===== src/rtl/pat_pkg.sv =====
// Shared pattern-source types: mode encoding, fraction width and an RGB struct
// macro sized by the user's channel width.
`ifndef PAT_PKG_SV
`define PAT_PKG_SV

`define PAT_RGB_STRUCT(W) struct packed { logic [(W)-1:0] r; logic [(W)-1:0] g; logic [(W)-1:0] b; }

package pat_pkg;

  typedef enum logic [1:0] {
    LINEAR = 2'd0,
    MIRROR = 2'd1,
    STATIC = 2'd2,
    SOLID  = 2'd3
  } pat_mode_e;

  localparam int FRAC_W = 16;

  function automatic int rgb_width(input int color_width);
    return 3 * color_width;
  endfunction

endpackage

`endif


===== src/rtl/color_lerp.sv =====
// One colour channel: fixed-point blend between two endpoints, plus an extra
// gamma stage when PAT_GRADIENT_ANIM_GAMMA_EN is defined.
module color_lerp
  import pat_pkg::*;
#(
  parameter int COLOR_WIDTH = 8
) (
  input  logic                   clk_in,
  input  logic                   rst_in,
  input  logic [COLOR_WIDTH-1:0] a_in,
  input  logic [COLOR_WIDTH-1:0] b_in,
  input  logic [FRAC_W:0]        t_in,
  output logic [COLOR_WIDTH-1:0] y_out
);

  localparam int AccW = COLOR_WIDTH + FRAC_W;
  localparam logic [FRAC_W:0] FracOne = (FRAC_W+1)'(1) << FRAC_W;

  logic [FRAC_W:0]        t_inv;
  logic [AccW-1:0]        acc;
  logic [COLOR_WIDTH-1:0] blend;

  // The weighted sum never exceeds max(a,b) * 2^FRAC_W, so AccW bits suffice.
  always_comb begin
    t_inv = FracOne - t_in;
    acc   = AccW'(a_in) * AccW'(t_inv) + AccW'(b_in) * AccW'(t_in);
    blend = acc[AccW-1:FRAC_W];
  end

`ifdef PAT_GRADIENT_ANIM_GAMMA_EN
  logic [COLOR_WIDTH-1:0]   blend_q;
  logic [2*COLOR_WIDTH-1:0] sq;

  // x*(x+1) stays below 2^(2W), so full scale maps back onto full scale.
  always_comb begin
    sq = (2*COLOR_WIDTH)'(blend_q) * ((2*COLOR_WIDTH)'(blend_q) + (2*COLOR_WIDTH)'(1));
  end

  always_ff @(posedge clk_in) begin
    if (rst_in) begin
      blend_q <= '0;
      y_out   <= '0;
    end else begin
      blend_q <= blend;
      y_out   <= sq[2*COLOR_WIDTH-1:COLOR_WIDTH];
    end
  end
`else
  always_ff @(posedge clk_in) begin
    if (rst_in) y_out <= '0;
    else        y_out <= blend;
  end
`endif

endmodule


===== src/rtl/pat_gradient_anim.sv =====
// Animated two-colour gradient pattern source with a scrolling phase.
// Optional gamma stage is compiled in with PAT_GRADIENT_ANIM_GAMMA_EN.
module pat_gradient_anim
  import pat_pkg::*;
#(
  parameter  int NUM_LEDS     = 20,
  parameter  int COLOR_WIDTH  = 8,
  localparam int CounterWidth = $clog2(NUM_LEDS)
) (
  input  logic                          clk_in,
  input  logic                          rst_in,
  input  logic [CounterWidth-1:0]       next_led_request,
  input  logic [rgb_width(COLOR_WIDTH)-1:0] color_a_in,
  input  logic [rgb_width(COLOR_WIDTH)-1:0] color_b_in,
  input  logic [1:0]                    mode_in,
  input  logic                          frame_tick_in,
  input  logic [CounterWidth-1:0]       speed_in,
  input  logic                          reverse_in,
  output logic [COLOR_WIDTH-1:0]        red_out,
  output logic [COLOR_WIDTH-1:0]        green_out,
  output logic [COLOR_WIDTH-1:0]        blue_out,
  output logic                          color_valid
);

  typedef `PAT_RGB_STRUCT(COLOR_WIDTH) rgb_t;

  localparam int CW = CounterWidth;
  localparam logic [CW:0]     NumLeds = (CW+1)'(NUM_LEDS);
  localparam logic [CW-1:0]   LastLed = CW'(NUM_LEDS - 1);
  localparam logic [FRAC_W:0] FracOne = (FRAC_W+1)'(1) << FRAC_W;
  // round(2^FRAC_W / (NUM_LEDS-1)) in integer arithmetic
  localparam logic [FRAC_W:0] Recip =
    (FRAC_W+1)'((2 * (2 ** FRAC_W) + NUM_LEDS - 1) / (2 * (NUM_LEDS - 1)));

  logic [CW-1:0] phase_q;
  logic [CW-1:0] step;
  logic [CW-1:0] phase_nx;
  logic [CW:0]   fwd_sum;
  logic [CW:0]   rev_diff;
  logic [CW:0]   pos_sum;
  logic [CW-1:0] pos;
  pat_mode_e     mode_req;

  always_comb begin
    step     = (speed_in > LastLed) ? LastLed : speed_in;
    fwd_sum  = {1'b0, phase_q} + {1'b0, step};
    rev_diff = {1'b0, phase_q} - {1'b0, step};
    if (reverse_in)
      phase_nx = rev_diff[CW] ? CW'(rev_diff + NumLeds) : rev_diff[CW-1:0];
    else
      phase_nx = (fwd_sum >= NumLeds) ? CW'(fwd_sum - NumLeds) : fwd_sum[CW-1:0];

    mode_req = pat_mode_e'(mode_in);
    pos_sum  = {1'b0, next_led_request} + {1'b0, phase_q};
    if (mode_req == STATIC || mode_req == SOLID)
      pos = next_led_request;
    else
      pos = (pos_sum >= NumLeds) ? CW'(pos_sum - NumLeds) : pos_sum[CW-1:0];
  end

  logic          v1, v2, v3;
  logic [CW-1:0] idx1, idx2, idx3;
  logic [CW-1:0] p1;
  pat_mode_e     mode1;
  rgb_t          a1, b1, a2, b2;
  logic [FRAC_W:0]   t2;
  logic [FRAC_W:0]   t_lin;
  logic [FRAC_W:0]   t_mode;
  logic [FRAC_W+1:0] t_dbl;
  logic [FRAC_W+1:0] t_back;

  // Last LED lands exactly on endpoint B instead of the rounded product.
  always_comb begin
    t_lin  = (p1 == LastLed) ? FracOne : (FRAC_W+1)'(p1) * Recip;
    t_dbl  = {t_lin, 1'b0};
    t_back = {FracOne - t_lin, 1'b0};
    case (mode1)
      MIRROR:  t_mode = (t_dbl < t_back) ? t_dbl[FRAC_W:0] : t_back[FRAC_W:0];
      SOLID:   t_mode = '0;
      default: t_mode = t_lin;
    endcase
  end

`ifdef PAT_GRADIENT_ANIM_GAMMA_EN
  logic          v4;
  logic [CW-1:0] idx4;
`endif

  always_ff @(posedge clk_in) begin
    if (rst_in) begin
      phase_q <= '0;
      v1      <= 1'b0;
      v2      <= 1'b0;
      v3      <= 1'b0;
      idx1    <= '0;
      idx2    <= '0;
      idx3    <= '0;
      p1      <= '0;
      mode1   <= LINEAR;
      a1      <= '0;
      b1      <= '0;
      a2      <= '0;
      b2      <= '0;
      t2      <= '0;
`ifdef PAT_GRADIENT_ANIM_GAMMA_EN
      v4      <= 1'b0;
      idx4    <= '0;
`endif
    end else begin
      if (frame_tick_in) phase_q <= phase_nx;
      v1    <= 1'b1;
      idx1  <= next_led_request;
      p1    <= pos;
      mode1 <= mode_req;
      a1    <= color_a_in;
      b1    <= color_b_in;
      v2    <= v1;
      idx2  <= idx1;
      t2    <= t_mode;
      a2    <= a1;
      b2    <= b1;
      v3    <= v2;
      idx3  <= idx2;
`ifdef PAT_GRADIENT_ANIM_GAMMA_EN
      v4    <= v3;
      idx4  <= idx3;
`endif
    end
  end

  color_lerp #(.COLOR_WIDTH(COLOR_WIDTH)) u_lerp_r (
    .clk_in (clk_in),
    .rst_in (rst_in),
    .a_in   (a2.r),
    .b_in   (b2.r),
    .t_in   (t2),
    .y_out  (red_out)
  );

  color_lerp #(.COLOR_WIDTH(COLOR_WIDTH)) u_lerp_g (
    .clk_in (clk_in),
    .rst_in (rst_in),
    .a_in   (a2.g),
    .b_in   (b2.g),
    .t_in   (t2),
    .y_out  (green_out)
  );

  color_lerp #(.COLOR_WIDTH(COLOR_WIDTH)) u_lerp_b (
    .clk_in (clk_in),
    .rst_in (rst_in),
    .a_in   (a2.b),
    .b_in   (b2.b),
    .t_in   (t2),
    .y_out  (blue_out)
  );

`ifdef PAT_GRADIENT_ANIM_GAMMA_EN
  assign color_valid = v4 && (idx4 == next_led_request);
`else
  assign color_valid = v3 && (idx3 == next_led_request);
`endif

endmodule


===== config.mk =====
export PLATFORM = sky130hd
export DESIGN_NAME = pat_gradient_anim
export DESIGN_NICKNAME = d
export VERILOG_FILES = /design/src/rtl/pat_pkg.sv /design/src/rtl/color_lerp.sv /design/src/rtl/pat_gradient_anim.sv
export SDC_FILE = /design/constraint.sdc
export NUM_CORES = 2
export LEC_CHECK = 0
export ABC_AREA = 0
export BUFFER_PORTS_ARGS = -buffer_cell sky130_fd_sc_hd__buf_2
export CAP_MARGIN = 20
export CORE_ASPECT_RATIO = 0.75
export CORE_MARGIN = 3
export CORE_UTILIZATION = 30
export CTS_CLUSTER_SIZE = 28
export DETAILED_ROUTE_END_ITERATION = 10
export PLACE_DENSITY = 0.49
export SKIP_CTS_REPAIR_TIMING = 1
export SYNTH_ARGS = -nofsm -noshare
export SYNTH_HDL_FRONTEND = slang
export SYNTH_HIERARCHICAL = 1
export SYNTH_SLANG_ARGS = --single-unit

===== constraint.sdc =====
create_clock -name clk_in -period 10.4 [get_ports clk_in]
set_input_delay 1.04 -clock clk_in [delete_from_list [all_inputs] [get_ports clk_in]]
set_output_delay 1.04 -clock clk_in [all_outputs]
set_load 0.02 [all_outputs]

# [Yosys cells after proc, flatten, opt, wreduce, memory -nomap -nowiden]
# Index checks and enable logic that the tools add are counted.
[totals] in_bits=64 ff_bits=167
[classes] n_mul=7 add_sub_neg=11 muxes=10 reduce_logical=2 eq_ne=6 n_lt_le_gt_ge=4
[op_table] op="8-bit by 17-bit multiplier with 24-bit output" n=6
[op_table] op="24-bit adder" n=3
[op_table] op="17-bit two-way mux" n=2
[op_table] op="17-bit case mux with 2 select lines" n=1
[op_table] op="17-bit subtractor, first input constant" n=2
[op_table] op="5-bit two-way mux" n=6
[op_table] op="18-bit less-than comparator" n=1
[op_table] op="5-bit by 12-bit multiplier with 17-bit output, second input constant" n=1
[op_table] op="5-bit by 5-bit adder with 6-bit output" n=2
[op_table] op="6-bit by 5-bit >= comparator with 1-bit output, second input constant" n=2
[op_table] op="5-bit subtractor, second input constant" n=2
[op_table] op="2-bit == test, second input constant" n=3
[op_table] op="5-bit by 5-bit subtractor with 6-bit output" n=1
[op_table] op="5-bit adder, second input constant" n=1
[op_table] op="5-bit == test" n=1
[op_table] op="5-bit == test, second input constant" n=1
[op_table] op="5-bit greater-than comparator, second input constant" n=1
[op_table] op="2-bit by 1-bit == test with 1-bit output, second input constant" n=1
[op_table] op="1-bit logical AND" n=1
[op_table] op="1-bit logical OR" n=1
[op_table] op="1-bit two-way mux" n=1

# [Depth between registers and ports, before layout]
[depth] depth_word=6 depth_mapped=28 ltp_nobuf=26

# [Modules after synthesis]
# Netlist, hierarchy kept.
[by_module_without_submodules] module="color_lerp (u_lerp_g)" seq_area_each_um2=160.2 instances=1 area_each_um2=8715.9 cells_per_inst=984
[by_module_without_submodules] module="color_lerp (u_lerp_b)" seq_area_each_um2=160.2 instances=1 area_each_um2=8642.0 cells_per_inst=977
[by_module_without_submodules] module="color_lerp (u_lerp_r)" seq_area_each_um2=160.2 instances=1 area_each_um2=8552.0 cells_per_inst=956
[by_module_without_submodules] module="pat_gradient_anim" seq_area_each_um2=2862.7 instances=1 area_each_um2=6792.8 cells_per_inst=703

# [Worst setup path after synthesis]
# OpenSTA, ideal clock, no wires.
[synth_path] path_type="register to register" startpoint="register t2[0]" endpoint="register u_lerp_b.y_out[6]" setup_time_ns=0.121 t_arrival_ns=7.429 slack_ns=2.850 n_path_buf=1 path_stages_with_launch=26 path_cell_list="dfxtp_1 clkbuf_1 inv_1 ha_1 or4b_2 nand2b_1 or4_1 xor2_1 nand2_1 fa_1 fa_1 fa_1 inv_1 fa_1 fa_1 inv_1 fa_1 inv_1 ha_1 a21o_1 a21o_1 a221oi_1 and4_1 o21bai_1 o31ai_1 mux2_2"
[synth_via] elab_chain_len=3 word_cells_on_any_way=4
[synth_rtl] item="start, declared" line="pat_gradient_anim.sv:66" rtl="logic [FRAC_W:0] t2;"
[synth_rtl] item="start signal, assigned" line="pat_gradient_anim.sv:119" rtl="t2 <= t_mode;"
[synth_rtl] item="17-bit subtractor" line="color_lerp.sv:25" rtl="t_inv = FracOne - t_in;"
[synth_rtl] item="8-bit by 17-bit multiplier with 24-bit output" line="color_lerp.sv:26" rtl="acc = AccW'(a_in) * AccW'(t_inv) + AccW'(b_in) * AccW'(t_in);"
[synth_rtl] item="24-bit adder *" line="color_lerp.sv:26"
[synth_rtl] item="end signal, assigned" line="color_lerp.sv:51" rtl="else y_out <= blend;"
[synth_rtl] item="end, declared" line="color_lerp.sv:13" rtl="output logic [COLOR_WIDTH-1:0] y_out"
# Every way passes the cells marked *; elsewhere a longest branch is shown, timed or not.
# A chain may end at the register's enable or synchronous reset.

# [Worst setup path after layout]
# Ends and elaborated chain as after synthesis.

==> flow_results.org <==
** Status
- The flow ran to the end, and the final reports show no timing, DRC or antenna violations.

** Floorplan
- Die Y-Extent :: a little under 300 um
- Overall die width :: roughly 390 um
- Core region area :: roughly 110000 sq um
- The die covers roughly 110000 sq um.
- Num rows :: between 100 and 150
- Initial Utilization :: roughly 30%
- For this design the top-level I/O count stands at 89.

** Timing
- Sum Neg Setup Slack :: 0 ns
- The final critical path takes up about four fifths of the cycle.
- The number of endpoints with negative hold slack in the final report was 0.
- Slew Limit Headroom :: a little over a fifth
- Setup violations remaining at the end of the flow were counted as 0.
- Worst-Margin Slew :: roughly 1.2 ns
- Final Slew Violations :: 0
- Timing would allow up to 120 MHz.
- Crit path time final :: a little over 8 ns
- Worst Clk Skew :: between 0.015 and 0.02 ns
- Setup repair after global routing left no endpoint under its margin.

** GRT
- Summed over all layers, the global routing overflow is 0.
- Via count of the first global-routing pass :: approximately 25000
- Total routing usage reported by global routing :: 15.7%
- Number of antenna violations at the first check in global routing :: 10
- Maximum number of pins on one net before global-route repair :: between 60 and 70
- First-pass GRT wire length :: about 140000 um

** Pwr
- For this design the ratio of total power to cell area is 191 nW/um^2.
- Max IR drop VDD :: 0.129 mV
- Summed over all cells, the static leakage comes to 17.1 nW.
- Total power for the finished layout comes to 6.74 mW.

** Yosys
- In the synthesized netlist the dominant register cell turns out to be sky130_fd_sc_hd__dfxtp_1.
- After synthesis the cells add up to approximately 33000 sq um.
- Counting distinct cell types in the post-synthesis netlist gives 85.
- Asr flop ratio synth :: 0%
- The average instance in the mapped netlist occupies approximately 9.0 sq um.
- In this run, synthesis inferred 0 flip-flops with an integrated enable.
- After synthesis, flip-flops and latches occupy a little over 10% of the total area.
- Post-synthesis instance total :: approximately 3600
- FF+latch count, synth :: ~170
- Ys Warns :: 6
- The number of nets handed over by synthesis was about 4600.

** Clock tree
- Clock edge transition at the registers on the reported setup and hold paths :: 0.08 ns
- Clock latency of the later-clocked register in the worst-skew pair :: approximately 0.52 ns
- CTS built an H-tree with a depth of 4.
- The clock passes through at most 2 buffers.
- In this run, CTS created clock tree buffers numbering 17.
- Num Clock Sinks :: around 170
- Root buffer selected by CTS :: sky130_fd_sc_hd__clkbuf_16
- Clock tree from TritonCTS :: built

** Cells and area
- Commonest non-fill, non-tap cells in the layout :: 800 x sky130_fd_sc_hd__inv_1, 667 x sky130_fd_sc_hd__fa_1, 452 x sky130_fd_sc_hd__nand2_1
- Synth-to-Final Area Change :: 7.62%
- Number of fill cells :: approximately 11000
- Layout net count :: between 4000 and 5000
- Fraction of final layout cells with drive strength greater than 1 :: roughly 5.6%
- Excluding fillers, the count of instances in the completed layout stands at between 5000 and 6000.
- Most frequent standard cell in the layout excluding fill and tap cells :: sky130_fd_sc_hd__inv_1
- Finished layout cell area :: about 35000 sq um

** Worst setup path
- Cell family with the largest share of critical-path delay :: adder cells
- Measured in cells, the most critical reg-to-reg path has a length of 24.
- Data required time of the worst path :: 10.81 ns
- Startpoint of the most critical register-to-register path :: t2[0]$_SDFF_PP0_
- The slowest stage of the critical path belongs to the cell sky130_fd_sc_hd__or4b_2.
- Critical-path maximum fanout :: 21
- Ordered cell list for the critical path :: inv_1 -> ha_1 -> or4b_2 -> nand2b_1 -> or4_1 -> xor2_1 -> nand2_1 -> fa_1 -> fa_1 -> fa_1 -> inv_1 -> fa_1 -> fa_1 -> inv_1 -> fa_1 -> inv_1 -> ha_1 -> a21o_1 -> a21o_1 -> a221oi_1 -> and4_1 -> o21bai_1 -> o31ai_1 -> mux2_2
- Type of destination of the critical path :: flop
- The critical path in this run is classified as flop to flop.
- Following the worst setup path forward leads to its endpoint at u_lerp_b/y_out[6]$_SDFF_PP0_.
- Total buffers and inverters traversed by the critical path :: 4
- Worst Setup SP :: t2[0]$_SDFF_PP0_
- By instance count, the cell type seen most on the critical path is sky130_fd_sc_hd__fa_1.
- The critical path runs through a total of 24 cells.
- R2r setup slk :: roughly 2.1 ns
- The worst register-to-register path ends at u_lerp_b/y_out[6]$_SDFF_PP0_.
- At the worst endpoint, the arrival time is around 8.7 ns.
- For this run, the slowest stage of the critical path takes 0.65 ns.
- Critical path startpoint category :: flop

** Drt
- Routed WL per cell :: around 17 um
- Drt via density :: ~4.5
- Count of antenna-violating nets left after detailed routing :: 0
- Length of the first detailed-routing pass in iterations :: 5
- Count of routing violations after the opening detailed-route iteration :: slightly above 1000
- For this block, the routed nets add up to roughly 85000 um of wire.
- Vias :: between 20000 and 25000
- For this run, design rule violations remaining after detail routing come to 0.

** Min path
- The worst hold path belongs to the class flop to flop.

** Placed design
- Final weighted congestion in routability-driven placement :: just over 0.8
- During placement, the flow inserted port buffers numbering 88.
- Including well taps, the total number of placed cells is about 5000.
- Post-detail-place hpwl :: a little under 70000 um
- Placed Instance Area :: around 35000 sq um

** Run
- Max-cap violations in this run came to 0.
[cell families after synthesis]
group,count (synthesis),share of synthesized area [%]
buffers and inverters,944,11.0
AO/OA/AOI/OAI,212,4.39
XOR/XNOR,99,2.67
adder cells (fa/ha/maj),928,50.8
multiplexers,30,0.964
AND/OR/NAND/NOR,1240,19.9
flip-flops,167,10.2
[worst reg2reg max path, stage by stage (launching register included)]
cell,delay (ns)
sky130_fd_sc_hd__dfxtp_2,0.46
sky130_fd_sc_hd__inv_1,0.11
sky130_fd_sc_hd__ha_1,0.19
sky130_fd_sc_hd__or4b_2,0.65
sky130_fd_sc_hd__nand2b_1,0.29
sky130_fd_sc_hd__or4_1,0.45
sky130_fd_sc_hd__xor2_1,0.53
sky130_fd_sc_hd__nand2_1,0.16
sky130_fd_sc_hd__fa_1,0.56
sky130_fd_sc_hd__fa_1,0.43
sky130_fd_sc_hd__fa_1,0.51
sky130_fd_sc_hd__inv_1,0.05
sky130_fd_sc_hd__fa_1,0.46
sky130_fd_sc_hd__fa_1,0.54
sky130_fd_sc_hd__inv_1,0.05
sky130_fd_sc_hd__fa_1,0.52
sky130_fd_sc_hd__inv_1,0.04
sky130_fd_sc_hd__ha_1,0.29
sky130_fd_sc_hd__a21o_1,0.19
sky130_fd_sc_hd__a21o_1,0.18
sky130_fd_sc_hd__a221oi_1,0.29
sky130_fd_sc_hd__and4_1,0.40
sky130_fd_sc_hd__o21bai_1,0.19
sky130_fd_sc_hd__o31ai_1,0.30
sky130_fd_sc_hd__mux2_2,0.37
[through the flow]
step	utilization (%)	hold slack (ns)	setup slack (ns)
floorplan	-	0.414	2.85
global placement	32.1	0.415	2.25
detailed placement	32.1	0.420	2.16
CTS	32.7	0.430	2.14
global route	32.7	0.447	1.70
finish	32.7	0.425	2.09
[layer usage]
metal / global-route usage (%) / wire, um / vias up / share of wire [%]
met5: 0 / 46 / - / 0.054
met4: 2.62 / 938 / 8 / 1.1
met3: 2.92 / 3890 / 49 / 4.6
met2: 24.4 / 37000 / 369 / 44
met1: 23.0 / 42800 / 11500 / 51
li1: - / - / 10800 / -
[power breakdown]
group          switching (mW)  total, mW  internal (mW)
logic                    3.16       5.19           2.03
clock network           0.335      0.678          0.343
registers               0.139      0.864          0.725
[area by class of cell]
type	count	area (sq um)	share of cell area [%]
diodes	3	7.51	0.0213
clock buffers	19	443	1.26
clock inverters	12	136	0.388
inverters	800	3000	8.53
multi-input cells	2509	25800	73.2
flip-flops and latches	167	3340	9.50
well taps	1431	1790	5.09
repair buffers	122	702	1.99
[how the worst min path moves through the flow]
stage	end	depth (start not counted)	slack [ns]	startpoint
after floorplan	a2[0]$_SDFF_PP0_	1	0.41	a1[0]$_SDFF_PP0_
after global placement	v2$_SDFF_PP0_	1	0.42	v1$_DFF_P_
after detailed placement	b2[3]$_SDFF_PP0_	1	0.42	b1[3]$_SDFF_PP0_
after CTS	b2[2]$_SDFF_PP0_	1	0.43	b1[2]$_SDFF_PP0_
after global routing	idx3[0]$_SDFF_PP0_	1	0.45	idx2[0]$_SDFF_PP0_
final	b2[2]$_SDFF_PP0_	1	0.43	b1[2]$_SDFF_PP0_
[synth_stat cells, types with 9 or more instances]
library cell	instances	area (sq um)
sky130_fd_sc_hd__xnor2_1	69	604
sky130_fd_sc_hd__and2_1	397	2480
sky130_fd_sc_hd__nand3_1	24	120
sky130_fd_sc_hd__mux2i_1	21	210
sky130_fd_sc_hd__o21ai_0	35	175
sky130_fd_sc_hd__nor2_1	96	360
sky130_fd_sc_hd__o21a_1	14	105
sky130_fd_sc_hd__dfxtp_1	167	3340
sky130_fd_sc_hd__clkbuf_1	132	495
sky130_fd_sc_hd__nor3b_1	12	90.1
sky130_fd_sc_hd__xor2_1	29	254
sky130_fd_sc_hd__o211ai_1	9	67.6
sky130_fd_sc_hd__fa_1	667	13400
sky130_fd_sc_hd__inv_1	800	3000
sky130_fd_sc_hd__a21o_1	24	180
sky130_fd_sc_hd__a211oi_1	10	75.1
sky130_fd_sc_hd__nor2b_1	130	813
sky130_fd_sc_hd__a21oi_1	55	275
sky130_fd_sc_hd__ha_1	261	3270
sky130_fd_sc_hd__nand4_1	10	62.6
sky130_fd_sc_hd__nor3_1	33	165
sky130_fd_sc_hd__and3_1	12	75.1
sky130_fd_sc_hd__nand2_1	452	1700
[registers in the layout, indices dropped and copies added, names as in the netlist, 2 cells and up]
name            flops
mode1               2
b2                 24
idx3                5
a1                 24
idx1                5
p1                  5
a2                 24
u_lerp_r/y_out      8
u_lerp_g/y_out      8
u_lerp_b/y_out      8
t2                 17
phase_q             5
idx2                5
b1                 24
Power figures use the tool's default switching activity.
